===== src/rtl/booth_multiplier_seq_pkg.sv =====
`default_nettype none
// ============================================================================
// Module : booth_multiplier_seq_pkg
// Brief  : Shared types and Booth encoding constants for the MUL datapath.
// Rev    : 1.0
// ============================================================================
package booth_multiplier_seq_pkg;

    localparam int DEFAULT_WIDTH = 32;

    typedef enum logic [1:0] {
        ST_IDLE = 2'd0,
        ST_RUN  = 2'd1,
        ST_DONE = 2'd2
    } state_e;

    localparam logic [2:0] PP_ZERO = 3'd0;
    localparam logic [2:0] PP_POS1 = 3'd1;
    localparam logic [2:0] PP_POS2 = 3'd2;
    localparam logic [2:0] PP_NEG1 = 3'd3;
    localparam logic [2:0] PP_NEG2 = 3'd4;

    // Maps the bit-pair window {q1, q0, q_m1} onto a partial-product selector.
    function automatic logic [2:0] booth_decode(input logic [2:0] sel);
        logic [2:0] code;
        case (sel)
            3'b000, 3'b111: code = PP_ZERO;
            3'b001, 3'b010: code = PP_POS1;
            3'b011:         code = PP_POS2;
            3'b100:         code = PP_NEG2;
            default:        code = PP_NEG1;
        endcase
        return code;
    endfunction

endpackage
`default_nettype wire


===== src/rtl/booth_multiplier_seq_pp_select.sv =====
`default_nettype none
// ============================================================================
// Module : booth_pp_select
// Brief  : Radix-4 Booth partial-product generator (0, +-M, +-2M).
// Rev    : 1.0
// ============================================================================
module booth_pp_select
    import booth_multiplier_seq_pkg::*;
#(
    parameter int WIDTH = DEFAULT_WIDTH
) (
    input  logic [2:0]       sel_i,
    input  logic [WIDTH+1:0] m_ext_i,
    output logic [WIDTH+1:0] pp_o
);

    logic [WIDTH+1:0] w_m2;

    // Two guard bits keep 2M exact even for the most negative multiplicand.
    assign w_m2 = {m_ext_i[WIDTH:0], 1'b0};

    always_comb begin
        pp_o = '0;
        case (booth_decode(sel_i))
            PP_POS1: pp_o = m_ext_i;
            PP_POS2: pp_o = w_m2;
            PP_NEG1: pp_o = '0 - m_ext_i;
            PP_NEG2: pp_o = '0 - w_m2;
            default: pp_o = '0;
        endcase
    end

endmodule
`default_nettype wire


===== src/rtl/booth_multiplier_seq.sv =====
`default_nettype none
// ============================================================================
// Module : booth_multiplier_seq
// Brief  : Sequential signed radix-4 Booth multiplier, two bits per clock.
// Rev    : 1.0
// ============================================================================
module booth_multiplier_seq
    import booth_multiplier_seq_pkg::*;
#(
    parameter int WIDTH = DEFAULT_WIDTH
) (
    input  logic             clock_i,
    input  logic             clear_i,
    input  logic             start_i,
    input  logic [WIDTH-1:0] multiplicand_i,
    input  logic [WIDTH-1:0] multiplier_i,
    output logic             busy_o,
    output logic             done_o,
    output logic [WIDTH-1:0] product_hi_o,
    output logic [WIDTH-1:0] product_lo_o
);

    localparam int N  = WIDTH / 2;
    localparam int CW = (N > 1) ? $clog2(N) : 1;
    localparam int AW = WIDTH + 2;
    localparam int SW = AW + WIDTH + 1;
    localparam logic [CW-1:0] LAST = CW'(N - 1);

    state_e           state_q, state_d;
    logic [AW-1:0]    m_q, m_d;
    logic [AW-1:0]    acc_q, acc_d;
    logic [WIDTH-1:0] q_q, q_d;
    logic             qm1_q, qm1_d;
    logic [CW-1:0]    cnt_q, cnt_d;
    logic             busy_q, busy_d;
    logic             done_q, done_d;
    logic [WIDTH-1:0] hi_q, hi_d;
    logic [WIDTH-1:0] lo_q, lo_d;

    logic [AW-1:0]    w_pp;
    logic [AW-1:0]    w_sum;
    logic [SW-1:0]    w_shift;

    booth_pp_select #(
        .WIDTH   (WIDTH)
    ) u_pp_select (
        .sel_i   ({q_q[1:0], qm1_q}),
        .m_ext_i (m_q),
        .pp_o    (w_pp)
    );

    assign w_sum   = acc_q + w_pp;
    assign w_shift = $signed({w_sum, q_q, qm1_q}) >>> 2;

    always_comb begin
        state_d = state_q;
        m_d     = m_q;
        acc_d   = acc_q;
        q_d     = q_q;
        qm1_d   = qm1_q;
        cnt_d   = cnt_q;
        hi_d    = hi_q;
        lo_d    = lo_q;
        case (state_q)
            ST_IDLE, ST_DONE: begin
                state_d = ST_IDLE;
                if (start_i) begin
                    state_d = ST_RUN;
                    m_d     = {{2{multiplicand_i[WIDTH-1]}}, multiplicand_i};
                    acc_d   = '0;
                    q_d     = multiplier_i;
                    qm1_d   = 1'b0;
                    cnt_d   = '0;
                end
            end
            ST_RUN: begin
                acc_d = w_shift[SW-1 -: AW];
                q_d   = w_shift[WIDTH:1];
                qm1_d = w_shift[0];
                cnt_d = cnt_q + CW'(1);
                if (cnt_q == LAST) begin
                    // Product is taken from the post-iteration value so it lands with done.
                    state_d = ST_DONE;
                    hi_d    = w_shift[SW-3 -: WIDTH];
                    lo_d    = w_shift[WIDTH:1];
                end
            end
            default: state_d = ST_IDLE;
        endcase
        busy_d = (state_d == ST_RUN);
        done_d = (state_d == ST_DONE);
    end

    always_ff @(posedge clock_i) begin
        if (clear_i) begin
            state_q <= ST_IDLE;
            m_q     <= '0;
            acc_q   <= '0;
            q_q     <= '0;
            qm1_q   <= 1'b0;
            cnt_q   <= '0;
            busy_q  <= 1'b0;
            done_q  <= 1'b0;
            hi_q    <= '0;
            lo_q    <= '0;
        end else begin
            state_q <= state_d;
            m_q     <= m_d;
            acc_q   <= acc_d;
            q_q     <= q_d;
            qm1_q   <= qm1_d;
            cnt_q   <= cnt_d;
            busy_q  <= busy_d;
            done_q  <= done_d;
            hi_q    <= hi_d;
            lo_q    <= lo_d;
        end
    end

    assign busy_o       = busy_q;
    assign done_o       = done_q;
    assign product_hi_o = hi_q;
    assign product_lo_o = lo_q;

endmodule
`default_nettype wire


===== config.mk =====
export PLATFORM = sky130hd
export DESIGN_NAME = booth_multiplier_seq
export DESIGN_NICKNAME = d
export VERILOG_FILES = /design/src/rtl/booth_multiplier_seq_pkg.sv /design/src/rtl/booth_multiplier_seq_pp_select.sv /design/src/rtl/booth_multiplier_seq.sv
export SDC_FILE = /design/constraint.sdc
export NUM_CORES = 1
export LEC_CHECK = 0
export CAP_MARGIN = 20
export CORE_MARGIN = 2
export CORE_UTILIZATION = 62
export CTS_CLUSTER_SIZE = 30
export DETAILED_ROUTE_END_ITERATION = 7
export DONT_BUFFER_PORTS = 1
export GPL_TIMING_DRIVEN = 0
export PLACE_DENSITY_LB_ADDON = 0.05
export SKIP_CTS_REPAIR_TIMING = 1
export SYNTH_ARGS = -nofsm -noshare
export SYNTH_HDL_FRONTEND = slang
export SYNTH_SLANG_ARGS = --single-unit

===== constraint.sdc =====
create_clock -name clock_i -period 12.8 [get_ports clock_i]
set_input_delay 2.56 -clock clock_i [delete_from_list [all_inputs] [get_ports clock_i]]
set_output_delay 2.56 -clock clock_i [all_outputs]
set_load 0.005 [all_outputs]

Word level (Yosys, flattened, before mapping):

Index checks and enable logic that the tools add are counted.

* add/subtract/negate cells: 4
* multiply operators: 0
* divide/modulo/power cells: 0
* $lt $le $gt $ge: 0
* equal/unequal tests: 15
* shifts and indexed selects: 0
* mux-type cells: 13
* bitwise logic cells: 0
* reductions and logical operators: 9

Operators by type and width (number)
* $pmux W34 S4: 1
* $pmux W34 S2: 1
* $pmux W32 S2: 1
* $add A34 B34 Y34: 1
* $mux W34: 1
* $sub A1 B33 Y34 const A: 1
* $sub A1 B32 Y33 const A: 1
* $mux W32: 1
* $eq A3 B2 Y1 const B: 4
* $pmux W3 S4: 1
* $eq A3 B3 Y1 const B: 3
* $pmux W4 S2: 1
* $eq A3 B1 Y1 const B: 2
* $reduce_and A2 Y1: 3
* $reduce_or A2 Y1: 3
* $add A4 B1 Y4 const B: 1
* $eq A2 B1 Y1 const B: 2
* $eq A2 B2 Y1 const B: 2
* $eq A4 B4 Y1 const B: 1
* $mux W4: 1
* $pmux W2 S2: 1
* $logic_not A3 Y1: 1
* $logic_not A2 Y1: 1
* $mux W1: 2
* 4 further kinds: 4

* register bits: 171
* bits in latches: 0
* RAM bits: 0
* ROM bits: 0
* input bits: 67
* output and inout bits: 66
* logic and storage cells: 51
* memories kept: 0

Logic depth before layout (Yosys ltp):

* word-level depth: 7
* depth in mapped cells: 21

By module:

Synthesis repeated with hierarchy kept, for this count alone.

* cells, all modules: 1314
* area total of the unflattened synthesis: 10058.4 µm²

Modules (own cells, without submodules)
* booth_multiplier_seq: times used 1, cells an instance 986, area each 7911.3 µm²
* booth_pp_select: times used 1, cells an instance 328, area each 2147.1 µm²

Least setup slack after synthesis:

OpenSTA, ideal clock, no wires.

* path type: register to register
* start point: register m_q[0]
* end point: register hi_q[30], in the netlist product_hi_o[30]
* library setup time: 0.062 ns
* arrival: 4.833 ns
* data required time: 12.738 ns
* setup slack: 7.905 ns
* stages on the path, launching flop included: 20
* path buffers: 0
* period minus slack after synthesis: 4.895 ns
* path through: dfxtp_1 > or4_4 > or4_4 > or3_4 > or2_4 > or3_4 > nand2_2 > xnor2_1 > a221oi_2 > a31oi_1 > ha_1 > nand2_1 > nor3_1 > and4_1 > a221o_1 > a31oi_1 > o31ai_1 > a31oi_1 > or4_1 > nand3_1

* longest elaborated chain between the ends: 3

RTL lines
* start: declaration: line booth_multiplier_seq.sv:30 `logic [AW-1:0] m_q, m_d;`
* start signal: assignment: line booth_multiplier_seq.sv:108 `m_q <= m_d;`
* $sub A1 B33 Y34 or $sub A1 B32 Y33 (tied branches): line booth_multiplier_seq_pp_select.sv:28, booth_multiplier_seq_pp_select.sv:27
* $pmux W34 S4 *: line booth_multiplier_seq_pp_select.sv:24 `case (booth_decode(sel_i))`
* $add A34 B34 Y34 *: line booth_multiplier_seq.sv:52 `assign w_sum = acc_q + w_pp;`
* end signal: assignment: line booth_multiplier_seq.sv:115 `hi_q <= hi_d;`
* end: declaration: line booth_multiplier_seq.sv:37 `logic [WIDTH-1:0] hi_q, hi_d;`

Mark *: on every way between the ends. The rest lies on a longest branch, timed or not.
A chain may end at the register's enable or synchronous reset.

Worst setup path in the final report:

Ends and elaborated chain as after synthesis.

==> summary.md <==
| Metric | Value |
|---|---|
| Layout Cell Area excl Fill | 10600 µm² |
| Critical Path, Cell by Cell | or4_4 -> or4_4 -> or3_4 -> or2_4 -> nor4_1 -> xnor2_1 -> a21oi_1 -> a2bb2oi_1 -> a21oi_1 -> ha_1 -> inv_1 -> nor3_1 -> and4_1 -> a221o_1 -> a31oi_1 -> o31ai_1 -> a31oi_1 -> or4_1 -> nand3_1 |
| RD Place Congestion | 0.986 |
| Total CTS buffers | 17 |
| Met1 Resource Use GR | 46.3% |
| Unique masters post-synth | 69 |
| Stages on the worst setup path | 19 |
| Synthesized area | 9710 µm² |
| Peak VDD IR | 0.000103 V |
| Most frequent cells in the layout | 277 x nand2_1, 171 x a21oi_1, 169 x dfxtp_1 |
| GRT overflow | 0 |
| Most common cell after layout, fill and taps aside | nand2_1 |
| Floorplan core area | 15300 µm² |
| RSZ-0062 raised after global routing | false |
| GR Util met2 | 55.4% |
| Max-slew violations | 0 |
| Dpl cell area | 9980 µm² |
| PD cells | 125 nW/µm² |
| CTS clock-pin slew for the worst setup and hold paths | 0.08 ns |
| Layout net count | 1403 |
| Critical Path Source Type | register |
| Fillers | 1333 |
| CP top delay family | simple AND/OR/NAND/NOR gates |
| GRT Total Usage | 34.4% |
| Routing usage on met3 | 7.84% |
| Post-synth EDFFs | 0 |
| Worst hold path type | reg -> reg |
| Root Driver | clkbuf_16 |
| Synth Flop Type | dfxtp_1 |
| Total wire length | 28500 µm |
| DR vias | 9429 |
| Proportion of layout cells with a drive suffix above 1 | 4.80% |
| Pleak | 3.95 nW |
| Final antenna-violating net count | 0 |
| Critical Path End | product_hi_o[30] |
| Crit path launch | m_q[0] |
| Die span in y | 129 µm |
| Setup_tns | 0 ns |
| R2r endpoint | product_hi_o[30] |
| Vias in the first global route | 8800 |
| Buffers on Ports | 0 |
| Total Power | 1.32 mW |
| Syn Area/Cell | 7.59 µm² |
| ANT cells | 0 |
| CTS sink cnt | 169 |
| Sequential element share of the synthesized area | 34.8% |
| Slowest stage delay, CP | 0.56 ns |
| Drt first pass iters | 6 |
| MaxCap Viol Count | 0 |
| DRC Markers | 0 |
| Skew final | 0.0108 ns |
| Worst setup path category | reg -> reg |
| Fin util | 69.4% |
| DR iter-0 viols | 839 |
| Critical path required time | 13.19 ns |
| Crit share post-route | 44.2% |
| R2R Path Start | m_q[0] |
| # rows | 45 |
| Die Wd | 129 µm |
| Worst EP arrival | 6.05 ns |
| HPWL Detailed | 21100 µm |
| Worst setup EP type | register |
| Final WS setup | 7.14 ns |
| Area delta synth->final | 9.00% |
| Setup Slack @ Placement | 7.30 ns |
| Gr busiest metal | met2 |
| First-pass GRT wire length | 45400 µm |
| Fmax | 177 MHz |
| Initial antenna violation count | 0 |
| Yosys warns | 0 |
| Status | finished clean |
| Reg2reg path depth | 19 |
| Die area | 16700 µm² |
| Max Root-Sink Buffers | 2 |
| Reg area | 3380 µm² |
| Num ports | 133 |
| TritonCTS clock tree | yes |
| Mapped Cells | 1280 |
| Average wire per standard cell | 18.7 µm |
| Count of buffer and inverter cells on the critical path | 1 |
| Rel. slew slack | 45.2% |
| Clk_lat worst skew | 0.44 ns |
| CP Max Fanout | 7 |
| H-tree depth | 4 |
| Area of the multi-input gates | 5860 µm² |
| Number of hold violations in the final report | 0 |
| Syn_nets | 1383 |
| Worst Tran Pin Value | 0.822 ns |
| Slowest-stage cell, CP | or4_4 |
| #FFs+latches synth | 169 |
| Largest net degree at the start of global routing | 20 |
| Min Tclk post-route | 5.66 ns |
| FF-to-FF setup slack | 7.14 ns |
| Avg Vias per Cell | 6.19 |
| Synth async-reset ratio | 0% |
| Endpoints failing setup | 0 |
| Initial core utilization | 63.7% |
-- synthesized netlist by cell type (8+ instances only) --
library cell	number	area (µm²)
nand2_1	277	1040
a21oi_1	171	856
dfxtp_1	169	3380
clkbuf_1	87	327
nor2_1	70	263
a22oi_1	50	375
xnor2_1	46	403
o21ai_0	42	210
ha_1	35	438
xor2_1	30	263
nor3_1	22	110
a21o_1	21	158
a221oi_1	20	175
nand3_1	20	100
inv_1	18	67.6
a31oi_1	16	100
nand2b_1	11	68.8
or3_1	11	68.8
mux2i_1	10	100
a22o_1	9	78.8
buf_1	9	33.8
nand4_1	8	50.1
o21bai_1	8	60.1
-- area by class of cell --
class	count	area share (%)
Inverter	19	0.674
Buffer	102	3.77
Clock buffer	17	4.02
Clock inverter	15	1.70
Tap cell	211	2.49
Sequential cell	169	32.0
Multi-Input combinational cell	990	55.3
Timing Repair Buffer	1	0.0473
-- worst min-delay path, cell delays in order, from the launching register on --
cell and delay (ns):
dfxtp_1 0.32, nand2_1 0.05, a21oi_1 0.05
-- state kept, by name, indices dropped and copies added (netlist names) --
| name | count |
|---|---|
| product_lo_o | 32 |
| qm1_q | 1 |
| state_q | 2 |
| acc_q | 32 |
| done_o | 1 |
| q_q | 32 |
| busy_o | 1 |
| m_q | 32 |
| cnt_q | 4 |
| product_hi_o | 32 |
-- metal layers --
layer | vias up | routed length, µm
li1 | 4581 | -
met1 | 4418 | 12400
met2 | 380 | 12900
met3 | 50 | 2400
met4 | 0 | 704
met5 | - | 0
-- cell families after synthesis --
group | synth area share, %
AO/OA/AOI/OAI | 25.9
multiplexers | 1.03
adder cells (fa/ha/maj) | 4.71
AND/OR/NAND/NOR | 21.8
buffers and inverters | 4.84
XOR/XNOR | 6.85
flip-flops | 34.8
-- power breakdown --
group | total, mW | switching [mW] | leakage, nW | internal [mW]
sequential | 0.558 | 0.0147 | 1.37 | 0.544
clock | 0.520 | 0.255 | 0.295 | 0.265
combinational | 0.243 | 0.158 | 2.28 | 0.0851
total | 1.32 | 0.428 | 3.95 | 0.893
-- how the worst min path moves through the flow --
stage	from	end	cells past startpoint
floorplan	acc_q[10]	acc_q[10]	2
global placement	acc_q[30]	acc_q[30]	2
detailed placement	acc_q[21]	acc_q[21]	2
CTS	acc_q[21]	acc_q[21]	2
global route	acc_q[21]	acc_q[21]	2
finish	q_q[7]	q_q[7]	2
-- through the flow --
| stage | cells | hold slack [ns] |
|---|---|---|
| 2_1_floorplan | 1280 | 0.432 |
| 6_report | 1524 | 0.471 |
| 3_5_place_dp | 1492 | 0.448 |
| 4_1_cts | 1524 | 0.468 |
| 5_1_grt | 1524 | 0.483 |
| 3_3_place_gp | 1491 | 0.449 |
(Power assumes the default switching activity.)
